**src/rtl/delay_pkg.sv**
```systemverilog
// rtl/delay_pkg.sv - shared types and defaults for the DELAY pulse generator and monitor
package delay_pkg;

  typedef enum logic [1:0] {
    IDLE   = 2'd0,
    ACQ    = 2'd1,
    LOCKED = 2'd2
  } mon_state_t;

  localparam int N_DEFAULT     = 400000;
  localparam int CBITS_DEFAULT = 19;

  // Pulse spacing produced by a generator with terminal count n.
  function automatic int period(input int n);
    return n + 1;
  endfunction

endpackage

```
**src/rtl/pulse_interval_ctr.sv**
```systemverilog
// rtl/pulse_interval_ctr.sv - saturating cycle counter measuring the gap between pulses
module pulse_interval_ctr #(
  parameter int CBITS = 19
) (
  input  logic             clk,
  input  logic             rst,
  input  logic             en,
  input  logic             clr,
  output logic [CBITS-1:0] ivl
);

  // A pulse cycle restarts the count at 1 so the value seen on the next pulse equals the spacing.
  always_ff @(posedge clk) begin
    if (rst) begin
      ivl <= '0;
    end else if (clr) begin
      ivl <= CBITS'(1);
    end else if (en && (ivl != '1)) begin
      ivl <= ivl + 1'b1;
    end
  end

endmodule

```
**src/rtl/delay_pulse_monitor.sv**
```systemverilog
// rtl/delay_pulse_monitor.sv - lock/early/late checker for the periodic DELAY pulse
module delay_pulse_monitor
  import delay_pkg::*;
#(
  parameter int N        = N_DEFAULT,
  parameter int CBITS    = CBITS_DEFAULT,
  parameter int TOL      = 0,
  parameter int LOCK_CNT = 4
) (
  input  logic       clk,
  input  logic       rst,
  input  logic       sig,
  output logic       locked,
  output logic       early_err,
  output logic       late_err,
  output logic [7:0] err_cnt
);

  localparam int P     = period(N);
  localparam int GBITS = $clog2(LOCK_CNT + 1);

  localparam logic [CBITS-1:0] S_MIN = CBITS'(P - TOL);
  localparam logic [CBITS-1:0] S_MAX = CBITS'(P + TOL);
  localparam logic [GBITS-1:0] G_LAST = GBITS'(LOCK_CNT - 1);

  mon_state_t       state;
  logic [GBITS-1:0] good;
  logic [CBITS-1:0] ivl;
  logic             in_win;
  logic             early;
  logic             timeout;

  // The counter only runs while a pulse train is being tracked; IDLE freezes it.
  pulse_interval_ctr #(.CBITS(CBITS)) u_ivl (
    .clk (clk),
    .rst (rst),
    .en  (state != IDLE),
    .clr (sig),
    .ivl (ivl)
  );

  assign in_win  = (ivl >= S_MIN) && (ivl <= S_MAX);
  assign early   = ivl < S_MIN;
  assign timeout = !sig && (ivl == S_MAX);

  // Lock FSM with registered status, one-cycle error strobes and saturating fault count.
  always_ff @(posedge clk) begin
    if (rst) begin
      state     <= IDLE;
      good      <= '0;
      locked    <= 1'b0;
      early_err <= 1'b0;
      late_err  <= 1'b0;
      err_cnt   <= 8'd0;
    end else begin
      early_err <= 1'b0;
      late_err  <= 1'b0;
      locked    <= (state == LOCKED);
      case (state)
        IDLE: begin
          if (sig) begin
            state <= ACQ;
            good  <= '0;
          end
        end
        ACQ: begin
          if (sig) begin
            if (in_win) begin
              if (good == G_LAST) begin
                state  <= LOCKED;
                locked <= 1'b1;
                good   <= '0;
              end else begin
                good <= good + 1'b1;
              end
            end else begin
              good <= '0;
            end
          end else if (timeout) begin
            state <= IDLE;
            good  <= '0;
          end
        end
        LOCKED: begin
          if (sig) begin
            if (!in_win) begin
              // Spacing above the window is unreachable here: the timeout fires first.
              state     <= ACQ;
              locked    <= 1'b0;
              good      <= '0;
              early_err <= early;
              if (early && (err_cnt != 8'hFF)) err_cnt <= err_cnt + 8'd1;
            end
          end else if (timeout) begin
            state    <= IDLE;
            locked   <= 1'b0;
            good     <= '0;
            late_err <= 1'b1;
            if (err_cnt != 8'hFF) err_cnt <= err_cnt + 8'd1;
          end
        end
        default: begin
          state  <= IDLE;
          locked <= 1'b0;
          good   <= '0;
        end
      endcase
    end
  end

endmodule

```
**config.mk**
```make
export PLATFORM = sky130hd
export DESIGN_NAME = delay_pulse_monitor
export DESIGN_NICKNAME = d
export VERILOG_FILES = /design/src/rtl/delay_pkg.sv /design/src/rtl/pulse_interval_ctr.sv /design/src/rtl/delay_pulse_monitor.sv
export SDC_FILE = /design/constraint.sdc
export NUM_CORES = 1
export LEC_CHECK = 0
export BUFFER_PORTS_ARGS = -buffer_cell sky130_fd_sc_hd__buf_2
export CAP_MARGIN = 40
export CORE_MARGIN = 2
export CORE_UTILIZATION = 45
export CTS_CLUSTER_SIZE = 30
export DETAILED_ROUTE_END_ITERATION = 8
export PLACE_DENSITY_LB_ADDON = 0.25
export SLEW_MARGIN = 10
export SYNTH_ARGS = -nofsm -noshare
export SYNTH_HDL_FRONTEND = slang
export SYNTH_SLANG_ARGS = --single-unit
```
**constraint.sdc**
```tcl
create_clock -name clk -period 3.9 [get_ports clk]
set_input_delay 0.585 -clock clk [delete_from_list [all_inputs] [get_ports clk]]
set_output_delay 0.585 -clock clk [all_outputs]
set_load 0.005 [all_outputs]
```
# Word-level counts from Yosys, hierarchy flattened
# Index checks and enable logic that the tools add are counted.
classes:
  div: 0
  eq_ne: 12
  addsub: 3
  mul: 0
  bitwise: 2
  reduce_logical: 16
  n_shift: 0
  n_mux: 31
  order_cmp: 3
ops:
  columns: ["cell", "n"]
  rows:
  - ["$mux W8", 5]
  - ["$mux W3", 7]
  - ["$add A19 B1 Y19 const B", 1]
  - ["$eq A19 B19 Y1 const B", 1]
  - ["$ge A19 B19 Y1 const B", 1]
  - ["$le A19 B19 Y1 const B", 1]
  - ["$lt A19 B19 Y1 const B", 1]
  - ["$ne A19 B19 Y1 const B", 1]
  - ["$mux W2", 7]
  - ["$mux W1", 9]
  - ["$ne A3 B3 Y1 const B", 3]
  - ["$pmux W3 S3", 1]
  - ["$add A8 B1 Y8 const B", 1]
  - ["$ne A8 B8 Y1 const B", 1]
  - ["$reduce_bool A2 Y1", 4]
  - ["$pmux W2 S3", 1]
  - ["$reduce_and A5 Y1", 1]
  - ["$logic_and A1 B1 Y1", 4]
  - ["$ne A2 B2 Y1 const B", 2]
  - ["$reduce_and A4 Y1", 1]
  - ["$reduce_or A4 Y1", 1]
  - ["$add A3 B1 Y3 const B", 1]
  - ["$eq A3 B2 Y1 const B", 1]
  - ["$reduce_or A3 Y1", 1]
  - ["other kinds (9)", 10]
totals:
  in_bits: 3
  latch_bits: 0
  elab_cells: 75
  output_inout_bits: 11
  ff_bits: 35
  ramBits: 0
  rom_bits: 0
  memories: 0

# Logic depth before layout (Yosys ltp)
# Gate-level depths: netlist (run 1).
depth:
  ltp_word: 5
  ltp_mapped: 11
  depth_no_buf: 11

# Cells and area by module
# Synthesis (run 1) repeated with hierarchy kept, for this count alone.
unflattened:
  hier_cells: 233
  hier_area_um2: 2018.2
by_module_without_submodules:
  columns: ["module", "seq_area_each_um2", "area_each_um2", "cells_per_inst", "n_inst"]
  rows:
  - ["delay_pulse_monitor", 320.3, 1069.8, 126, 1]
  - ["pulse_interval_ctr", 380.4, 948.4, 107, 1]

# Worst setup path before layout (run 1)
# No wires, ideal clock.
synth_timing:
  path_type: "reg-to-reg"
  start: "register u_ivl.ivl[2]"
  end: "register err_cnt[4]"
  t_arrival_ns: 2.692
  required_time_ns: 3.777
  period_less_slack_ns: 2.816
  setup_time_ns: 0.123
  path_buffers: 0
  slack_ns: 1.084
  path_stages_with_launch: 11
  cell_sequence: "dfxtp_1 > or3_1 > or3_4 > nor2_1 > inv_1 > ha_1 > or3b_1 > a41oi_4 > nand4_1 > a21oi_1 > mux2_1"
synth_between:
  elab_chain_len: 4
  elab_cells_between_ends: 11
  classes_between: "3 x order compare; 3 x eq/ne; 5 x reduce/logical"
synth_rtl:
  columns: ["element", "line_no", "text"]
  rows:
  - ["start: declaration", "pulse_interval_ctr.sv:9", "output logic [CBITS-1:0] ivl"]
  - ["start signal: assignment", "pulse_interval_ctr.sv:19", "ivl <= ivl + 1'b1;"]
  - ["$lt A19 B19 Y1 (tied with other cells)", "delay_pulse_monitor.sv:43", "assign early = ivl < S_MIN;"]
  - ["$logic_and A1 B1 Y1, on equally long branches", "delay_pulse_monitor.sv:92, delay_pulse_monitor.sv:42, delay_pulse_monitor.sv:44", null]
  - ["$ne A2 B1 Y1 (no line) (tied with other cells)", null, null]
  - ["$reduce_and A5 Y1 (no line) (*)", null, null]
  - ["end signal: assignment", "delay_pulse_monitor.sv:92", "if (early && (err_cnt != 8'hFF)) err_cnt <= err_cnt + 8'd1;"]
  - ["end signal: assignment", "delay_pulse_monitor.sv:99", "if (err_cnt != 8'hFF) err_cnt <= err_cnt + 8'd1;"]
  - ["end: declaration", "delay_pulse_monitor.sv:16", "output logic [7:0] err_cnt"]
# Every way passes the cells marked *; elsewhere a longest branch is shown, timed or not.
# A chain may end at the register's enable or synchronous reset.

# Worst setup path after layout (run 1)
layout_timing:
  start: "register u_ivl.ivl[2]"
  end: "register err_cnt[0]"
# Same word-level chain as after synthesis.

==> impl_metrics.csv, run 1 <==
group,metric,value,unit
drt,via_count,1675,
synth,yosysTopAreaCell,"dfxtp_1",
run,maxCapViolations,0,
finish,area_delta_synth_final,8.58,%
worst_setup_path,startpoint_type,"flop",
synth,yosysSeqAreaShare,34.1,%
synth,synth_edf_count,0,
synth,yosys_warnings,0,
grt,grt_usage,18.0,%
cts,cts_hold_buf,0,
cts,postCtsSetupBuffers,0,
synth,ys_top_cells_by_area,"dfxtp_1 34%, ha_1 7.3%, xnor2_1 6.0%, nor2_1 5.3%, a21oi_1 4.6%",
sta,final.setup.tns,0,ns
grt,antenna_found_initial,0,
pwr,leakage,0.843,nW
drt,drt-initial-drc-count,82,
placed_design,pre_cts_slack,0.877,ns
finish,final_layout_size_suffix_gt1_share,14.7,%
min_path,hp-class,"flop to flop",
synth,ys.flop_type,"dfxtp_1",
cts,cts_max_path_buffers,2,
drt,drt-total-wl,4130,microns
pwr,p_int,574,uW
finish,nNetsFinal,268,
cts,htreeDepth,2,
sta,finalHoldViolCount,0,
synth,yosysUniqueCellTypes,55,
placed_design,place_congestion,0.836,
synth,synth_area,2060,sq um
sta,slew_headroom,69.8,%
cts,clk_latency,0.29,ns
synth,syn_avg_cell_area,8.57,sq um
grt,grt_pass1_vias,1634,
drt,drc,0,
worst_setup_path,cp_max_fo,7,
sta,worst_slack,0.840,ns
synth,async_reset_ff_share,0,%
synth,synth_top_area_share,34.1,%
pwr,p_per_area,373,nW/um^2
pwr,power_frac_comb,23.7,%
cts,numCtsBuffers,5,
floorplanning,core_area,4380,sq um
drt,vias_per_cell,5.51,
pwr,clkPwrFrac,29.3,%
drt,m1WireLength,2030,microns
floorplanning,design.die.area,5130,sq um
worst_setup_path,cp_data_arrival_time,3.23,ns
sta,tightestPinTransition,0.450,ns
cts,clk_pin_slew,0.07,ns
worst_setup_path,endpoint_kind,"flop",
sta,grt_setup_unrepaired,"no",
pwr,vdd_drop_max,0.000273,V
pwr,p_seq_share,47.0,%
worst_setup_path,path_class,"flop to flop",
sta,fin_skew,0.00467,ns
cts,ctsResizeCount,0,
finish,nFillCells,441,
synth,synthCells,240,
placed_design,dpl.hpwl,2900,microns
synth,yosysMostFrequentCell,"dfxtp_1",
cts,cts_tree,"yes",
floorplanning,pin_count,14,
floorplanning,rows,24,
grt,grt_max_degree,27,
synth,ys_seq_elements,35,
drt,routed.top_layer,"met4",
sta,setup_viol,0,
floorplanning,die_h,71.6,microns
sta,period_share,78.5,%
floorplanning,die_w,71.6,microns
pwr,p_switching,260,uW
grt,grt_pass1_wl,7380,microns
sta,fmax,327,MHz
status,status,"complete, no violations",
sta,min_period,3.06,ns
worst_setup_path,required,4.07,ns
drt,wire_per_inst,13.6,microns
drt,met3WireLength,139,microns
floorplanning,initial_utilization,46.9,%
drt,dr_wl_met2,1900,microns
cts,cts-root-buf,"clkbuf_8",
synth,synth_nets,255,
grt,grt_overflow,0,
pwr,switching_share,31.1,%
drt,firstDrtPassIters,4,
sta,slew_violations,0,
cts,cts_sinks,35,
drt,drtAntennaViolNets,0,
finish,diodes,0,
placed_design,io_buffers,13,
synth,synth_common_cells,"35 x dfxtp_1, 29 x nor2_1, 19 x a21oi_1",
-- kinds of logic (layout without fill, tap and decap cells) --
family	count (synthesis)	after routing	synth area share (%)
DFF	35	35	34.1
muxes	9	9	4.81
adders and majority gates	12	12	7.30
xor gates and xnor gates	14	14	5.96
buffers and inverters	16	28	3.10
AOI/OAI and AO/OA	40	40	13.5
and+or+nand+nor	114	114	31.3
-- layout make-up --
type	instances	area [sq um]	area share [%]
inverters	8	30.0	1.34
flip-flops and latches	35	701	31.4
multi-input cells	189	1290	57.9
repair buffers	14	72.6	3.25
clock buffers	6	72.6	3.25
well taps	52	65.1	2.91
-- registers in the layout, summed over array words and instances, names as in the netlist --
register / flops
early_err: 1
late_err: 1
state: 2
good: 3
err_cnt: 8
locked: 1
u_ivl.ivl: 19
-- path summary, 6_finish.rpt --
kind | startpoint | endpoint | slack [ns] | cells past startpoint
setup / recovery | u_ivl.ivl[2]$_SDFFE_PP0P_ | err_cnt[0]$_SDFFE_PP0P_ | 0.84 | 9
hold / removal | good[1]$_SDFFE_PP0P_ | good[1]$_SDFFE_PP0P_ | 0.46 | 2
setup reg to reg | u_ivl.ivl[2]$_SDFFE_PP0P_ | err_cnt[0]$_SDFFE_PP0P_ | 0.84 | 9
hold reg to reg | good[1]$_SDFFE_PP0P_ | good[1]$_SDFFE_PP0P_ | 0.46 | 2
-- stage by stage --
step / utilization (%) / cell area (sq um) / power, mW / hold slack, ns / std cells
floorplan: - / 2060 / 0.550 / 0.436 / 240
global placement: 49.3 / 2160 / 0.592 / 0.444 / 298
detailed placement: 49.3 / 2160 / 0.594 / 0.451 / 298
CTS: 50.9 / 2230 / 0.843 / 0.462 / 304
global route: 50.9 / 2230 / 0.882 / 0.488 / 304
finish: 50.9 / 2230 / 0.833 / 0.460 / 304
-- cell usage in the layout, fill, tap and decap left out, types with 2 or more instances in the layout --
| cell | n |
|---|---|
| a21o_1 | 2 |
| dfxtp_1 | 35 |
| nand3_1 | 10 |
| or2_2 | 2 |
| nand4_1 | 6 |
| buf_2 | 13 |
| inv_1 | 8 |
| xnor2_1 | 14 |
| a211oi_1 | 3 |
| mux2i_1 | 2 |
| nand3b_1 | 3 |
| nand2b_1 | 4 |
| and3_1 | 3 |
| and4_1 | 3 |
| nor2b_1 | 10 |
| nor4_1 | 5 |
| or3_1 | 2 |
| nand2_1 | 14 |
| clkbuf_8 | 5 |
| ha_1 | 12 |
| mux2_1 | 3 |
| nor4_2 | 2 |
| a21oi_1 | 19 |
| mux2_2 | 4 |
| nor2_1 | 29 |
| o21ai_0 | 2 |
| nor3_1 | 8 |
-- per-layer routing --
metal  global-route usage (%)  vias to the layer above
li1                         -                      876
met1                     23.9                      763
met2                     27.9                       28
met3                     4.22                        8
met4                     7.76                        0
met5                        0                        -
-- power groups by stage --
| stage | sequential (mW) | clock (mW) | combinational (mW) |
|---|---|---|---|
| floorplan | 0.395 | 0 | 0.155 |
| global placement | 0.399 | 0 | 0.193 |
| detailed placement | 0.400 | 0 | 0.194 |
| CTS | 0.391 | 0.256 | 0.197 |
| global route | 0.394 | 0.269 | 0.219 |
| finish | 0.392 | 0.244 | 0.198 |
-- worst max-delay path, stage by stage, from the launching register on --
cell and delay [ns]:
dfxtp_1 0.37, or3_1 0.41, or3_4 0.36, nor2_1 0.23
inv_1 0.10, ha_1 0.19, or3b_1 0.39, a41oi_4 0.28
a21boi_2 0.27, mux2_1 0.34
Note: power is estimated with default switching activity, not from simulation.
==> inputs of run 2 (changes only) <==
- ABC_AREA: unset -> 1
- clock period: 3.9 -> 3 ns (I/O delays scaled with it)
==> impl_metrics.csv, run 2 <==
group,metric,value,unit
status,status,"complete, no violations",
pwr,leakage,0.897,nW
finish,top_regs,"u_ivl.ivl: 19 flops, err_cnt: 8 flops, good: 3 flops",
min_path,hold_start,"u_ivl.ivl[18]$_SDFFE_PP0P_",
sta,min_period,2.33,ns
synth,yosysMostFrequentCell,"nand2_1",
synth,async_reset_ff_share,0,%
drt,via_count,2030,
placed_design,dpl.hpwl,3520,microns
grt,grt_pass1_wl,8510,microns
floorplanning,design.die.area,5470,sq um
sta,final.setup.tns,0,ns
sta,grt_setup_unrepaired,"no",
sta,finalHoldViolCount,0,
sta,period_share,77.8,%
synth,synth_edf_count,0,
cts,numCtsBuffers,5,
min_path,min_to,"u_ivl.ivl[18]$_SDFFE_PP0P_",
min_path,min_path_cells,2,
synth,synthSimpleGateAreaFrac,36.7,%
drt,drtAntennaViolNets,0,
worst_setup_path,reg2reg_from,"u_ivl.ivl[0]$_SDFFE_PP0P_",
worst_setup_path,rrSetupSlack,0.67,ns
worst_setup_path,crit_slowest_cell,"dfxtp_1",
sta,fmax,428,MHz
worst_setup_path,worst_path_largest_cell_delay,0.51,ns
worst_setup_path,cp_cell_sequence,"ha_1 > nand4_1 > nor4_4 > inv_1 > ha_1 > nor3_1 > nand2_1 > clkinv_1 > nand2_4 > nand2_1 > a21oi_1",
worst_setup_path,startpoint_type,"flop",
synth,yosysTopAreaCell,"dfxtp_1",
synth,synth_top_family_by_area,"simple AND/OR/NAND/NOR gates",
synth,yosysSeqAreaShare,31.8,%
floorplanning,rows,25,
synth,muxShareOfSynthArea,0,%
placed_design,io_buffers,13,
floorplanning,initial_utilization,46.6,%
placed_design,pre_cts_slack,0.712,ns
worst_setup_path,endpoint_kind,"flop",
synth,synthAdderAreaFrac,6.82,%
sta,slew_headroom,59.8,%
cts,cts_max_path_buffers,2,
synth,synth_top_area_share,31.8,%
sta,tightestPinTransition,0.602,ns
finish,diodes,0,
worst_setup_path,cp_max_fo,10,
sta,slew_violations,0,
synth,synth_compound_area_share,11.2,%
finish,largest_reg_flops,19,
drt,vias_per_cell,5.01,
synth,synth_common_cells,"75 x nand2_1, 35 x dfxtp_1, 34 x inv_1, 34 x nand3_1, 29 x a21oi_1",
drt,wire_per_inst,12.0,microns
synth,synth_nets,338,
placed_design,place_congestion,0.910,
drt,drt-initial-drc-count,111,
sta,worst_slack,0.665,ns
worst_setup_path,r2r-end,"err_cnt[5]$_SDFFE_PP0P_",
cts,cts-root-buf,"clkbuf_8",
grt,grt_max_degree,22,
sta,fin_skew,0.0102,ns
finish,utilization,50.6,%
cts,ctsResizeCount,0,
synth,yosysUniqueCellTypes,32,
finish,area_delta_synth_final,8.70,%
finish,final_layout_size_suffix_gt1_share,11.2,%
run,maxCapViolations,0,
finish,final_area,2390,sq um
grt,grt_overflow,0,
grt,grt_pass1_vias,1858,
drt,drt-total-wl,4850,microns
floorplanning,die_w,73.9,microns
worst_setup_path,worst_r2r_path_depth,11,
finish,regMostFlops,"u_ivl.ivl",
cts,clk_pin_slew,0.08,ns
floorplanning,core_area,4720,sq um
synth,yosys_warnings,0,
pwr,vdd_drop_max,0.000294,V
cts,htreeDepth,2,
floorplanning,die_h,73.9,microns
cts,postCtsSetupBuffers,0,
sta,setup_viol,0,
synth,ys_seq_elements,35,
worst_setup_path,required,3.17,ns
finish,nNetsFinal,352,
synth,synthCells,323,
finish,final_cell_mix,"75 x nand2_1, 35 x dfxtp_1, 34 x inv_1, 34 x nand3_1, 29 x a21oi_1",
finish,final_common_cell,"nand2_1",
cts,cts_tree,"yes",
synth,ys.flop_type,"dfxtp_1",
min_path,hp-class,"flop to flop",
drt,firstDrtPassIters,4,
placed_design,dpl_cell_area,2310,sq um
worst_setup_path,path_class,"flop to flop",
synth,synth_xor_area_share,5.17,%
synth,synth_area,2200,sq um
pwr,p_per_area,479,nW/um^2
synth,syn_avg_cell_area,6.81,sq um
cts,cts_sinks,35,
synth,ys_top_cells_by_area,"dfxtp_1 32%, nand2_1 13%, nand3_1 7.7%, ha_1 6.8%, a21oi_1 6.6%",
cts,clk_latency,0.29,ns
grt,grt_usage,19.9,%
grt,antenna_found_initial,0,
drt,drc,0,
floorplanning,pin_count,14,
worst_setup_path,cp_data_arrival_time,2.51,ns
cts,cts_hold_buf,0,
[run 2: cell types whose count changed after synthesis, moves of 5 or more]
cell,previous run,this run
nor4_1,5,0
a21oi_1,19,29
nand3_1,10,34
o21ai_0,2,15
inv_1,8,34
nand2_1,14,75
xor2_1,0,7
xnor2_1,14,6
nor3_1,8,14
nor2b_1,10,0
nand2_2,0,5
[run 2: how the worst max path moves through the flow]
| stage | startpoint | end | slack [ns] |
|---|---|---|---|
| 3_3_place_gp | u_ivl.ivl[0]$_SDFFE_PP0P_ | u_ivl.ivl[1]$_SDFFE_PP0P_ | 0.75 |
| 6_report | u_ivl.ivl[0]$_SDFFE_PP0P_ | err_cnt[5]$_SDFFE_PP0P_ | 0.67 |
| 2_1_floorplan | u_ivl.ivl[9]$_SDFFE_PP0P_ | err_cnt[2]$_SDFFE_PP0P_ | 1.02 |
| 5_1_grt | u_ivl.ivl[9]$_SDFFE_PP0P_ | err_cnt[2]$_SDFFE_PP0P_ | 0.48 |
| 3_5_place_dp | u_ivl.ivl[9]$_SDFFE_PP0P_ | err_cnt[5]$_SDFFE_PP0P_ | 0.71 |
| 4_1_cts | u_ivl.ivl[0]$_SDFFE_PP0P_ | err_cnt[5]$_SDFFE_PP0P_ | 0.69 |
[run 2: routing by layer]
layer,share of wire (%),vias up,global-route usage [%]
met1,52,917,28.6
met3,2.9,8,3.93
met5,0,-,0
met4,1.5,0,6.46
li1,-,1075,-
met2,44,30,30.1
[run 2: kinds of logic after synthesis]
kind of cell	count (synthesis)
AOI/OAI and AO/OA	47
xor gates and xnor gates	13
adders and majority gates	12
DFF	35
and+or+nand+nor	173
buffers and inverters	43
[run 2: stage by stage]
step | std cells | hold slack, ns | total power [mW]
after CTS | 405 | 0.462 | 1.15
after global placement | 397 | 0.444 | 0.814
final | 405 | 0.457 | 1.15
after detailed placement | 397 | 0.451 | 0.812
after global routing | 405 | 0.480 | 1.22
after floorplan | 323 | 0.430 | 0.778
[run 2: worst max-delay path: cells and delay by family, from the launching register on]
family	cells	cell delay (ns)
fa+ha+maj	2	0.44
simple gates	6	0.91
buf+inv	2	0.30
flops	1	0.51
compound gates	1	0.06
[run 2: where the power goes]
| group | switching (mW) | internal (mW) | total, mW | leakage, nW |
|---|---|---|---|---|
| registers | 0.0205 | 0.483 | 0.504 | 0.283 |
| logic | 0.219 | 0.0808 | 0.300 | 0.573 |
| clock network | 0.180 | 0.162 | 0.343 | 0.0412 |
[run 2: area by class of cell]
class	instances	area (sq um)
inverters	37	139
well taps	67	83.8
clock buffers	6	72.6
fillers	482	2330
repair buffers	13	65.1
flip-flops and latches	35	701
multi-input cells	245	1320
clock inverters	2	12.5
==> inputs of run 3 (changes only) <==
- clock period: 3 -> 2.3 ns (I/O delays scaled with it)
==> impl_metrics.csv, run 3 (synthesis gave the netlist of run 2 again) <==
group,metric,value,unit
status,status,"complete, no violations",
grt,antenna_found_initial,0,
finish,top_regs,"u_ivl.ivl: 19 flops, err_cnt: 8 flops, good: 3 flops",
grt,grt_pass1_wl,8380,microns
floorplanning,core_area,4720,sq um
pwr,vdd_drop_max,0.000473,V
sta,tightestPinTransition,0.583,ns
worst_setup_path,startpoint_type,"flop",
worst_setup_path,path_class,"flop to flop",
pwr,p_per_area,598,nW/um^2
floorplanning,die_w,73.9,microns
placed_design,io_buffers,13,
worst_setup_path,cp_data_arrival_time,2.33,ns
placed_design,dpl.hpwl,3580,microns
placed_design,place_congestion,0.852,
finish,final_common_cell,"nand2_1",
cts,cts_sinks,35,
floorplanning,die_h,73.9,microns
min_path,hp-class,"input port to flop",
worst_setup_path,endpoint_kind,"flop",
run,maxCapViolations,0,
cts,cts_tree,"yes",
sta,slew_violations,0,
cts,numCtsBuffers,5,
placed_design,pre_cts_slack,0.0411,ns
floorplanning,initial_utilization,46.6,%
finish,final_cell_mix,"74 x nand2_1, 34 x nand3_1, 34 x dfxtp_1",
finish,regMostFlops,"u_ivl.ivl",
cts,clk_latency,0.29,ns
cts,cts_max_path_buffers,2,
floorplanning,design.die.area,5470,sq um
grt,grt_usage,19.5,%
grt,grt_pass1_vias,1865,
sta,fmax,463,MHz
finish,nNetsFinal,368,
finish,final_layout_size_suffix_gt1_share,17.2,%
finish,multi_input_area,1330,sq um
cts,cts-root-buf,"clkbuf_8",
drt,drt-total-wl,4920,microns
sta,min_period,2.16,ns
drt,wire_per_inst,11.7,microns
worst_setup_path,required,2.47,ns
drt,drt-initial-drc-count,125,
drt,firstDrtPassIters,4,
drt,drc,0,
sta,setup_viol,0,
sta,worst_slack,0.142,ns
sta,fin_skew,0.00324,ns
worst_setup_path,cp_max_fo,7,
cts,htreeDepth,2,
drt,vias_per_cell,4.95,
finish,diodes,0,
finish,nFillCells,479,
grt,grt_max_degree,19,
sta,slew_headroom,61.1,%
floorplanning,rows,25,
finish,area_delta_synth_final,15.0,%
pwr,p_total,1.51,mW
drt,drtAntennaViolNets,0,
drt,via_count,2086,
floorplanning,pin_count,14,
sta,final.setup.tns,0,ns
finish,seq_area,702,sq um
grt,grt_overflow,0,
sta,period_share,93.8,%
cts,clk_pin_slew,0.07,ns
finish,largest_reg_flops,19,
pwr,leakage,0.974,nW
cts,cts_hold_buf,0,
sta,finalHoldViolCount,0,
## run 3: worst paths after layout
kind                                           startpoint  cells past startpoint  slack (ns)                 endpoint
worst max-delay path            u_ivl.ivl[1]$_SDFFE_PP0P_                     12        0.14  err_cnt[5]$_SDFFE_PP0P_
worst min-delay path                                  rst                      2        0.40  err_cnt[7]$_SDFFE_PP0P_
worst max register to register  u_ivl.ivl[1]$_SDFFE_PP0P_                     12        0.14  err_cnt[5]$_SDFFE_PP0P_
worst min register to register       good[2]$_SDFFE_PP0P_                      2        0.46     good[2]$_SDFFE_PP0P_
## run 3: final cells by class
class	count	area share, %
multi-input cells	245	52.6
clock inverters	2	0.495
clock buffers	6	2.87
repair inverters	1	0.297
flip-flops and latches	35	27.7
repair buffers	28	7.02
well taps	67	3.31
inverters	37	5.64
## run 3: routing by layer
metal,vias to the layer above,wire length (microns),GRT usage [%]
li1,1111,-,-
met1,935,2470,27.0
met2,35,2200,30.7
met3,5,204,4.47
met4,0,44,5.05
met5,-,0,0
## run 3: critical path: stages (launching register included)
cell and delay, ns:
dfxtp_2 0.34, inv_2 0.06, ha_2 0.17, nand4_1 0.14
nor4_4 0.34, inv_1 0.11, ha_1 0.20, nor3_2 0.17
nand2_2 0.12, clkinvlp_4 0.14, nand2_4 0.09, nand2_1 0.07
a21oi_1 0.07
## run 3: timing repair
action,4_1_cts,5_1_grt
buffers inserted,0,2
resized for setup,0,8
endpoints found under the setup margin,0,11
## run 3: report_power, final
part / internal, mW / leakage, nW / switching (mW)
Combinational: 0.123 / 0.650 / 0.296
Sequential: 0.631 / 0.283 / 0.0212
Clock: 0.212 / 0.0412 / 0.229
## run 3: stage by stage
stage | area, sq um | hold slack (ns) | instances | util (%)
2_1_floorplan | 2200 | 0.430 | 323 | -
6_report | 2530 | 0.397 | 421 | 53.6
3_3_place_gp | 2400 | 0.444 | 410 | 50.9
5_1_grt | 2530 | 0.397 | 421 | 53.6
4_1_cts | 2490 | 0.396 | 418 | 52.7
3_5_place_dp | 2400 | 0.444 | 410 | 50.9
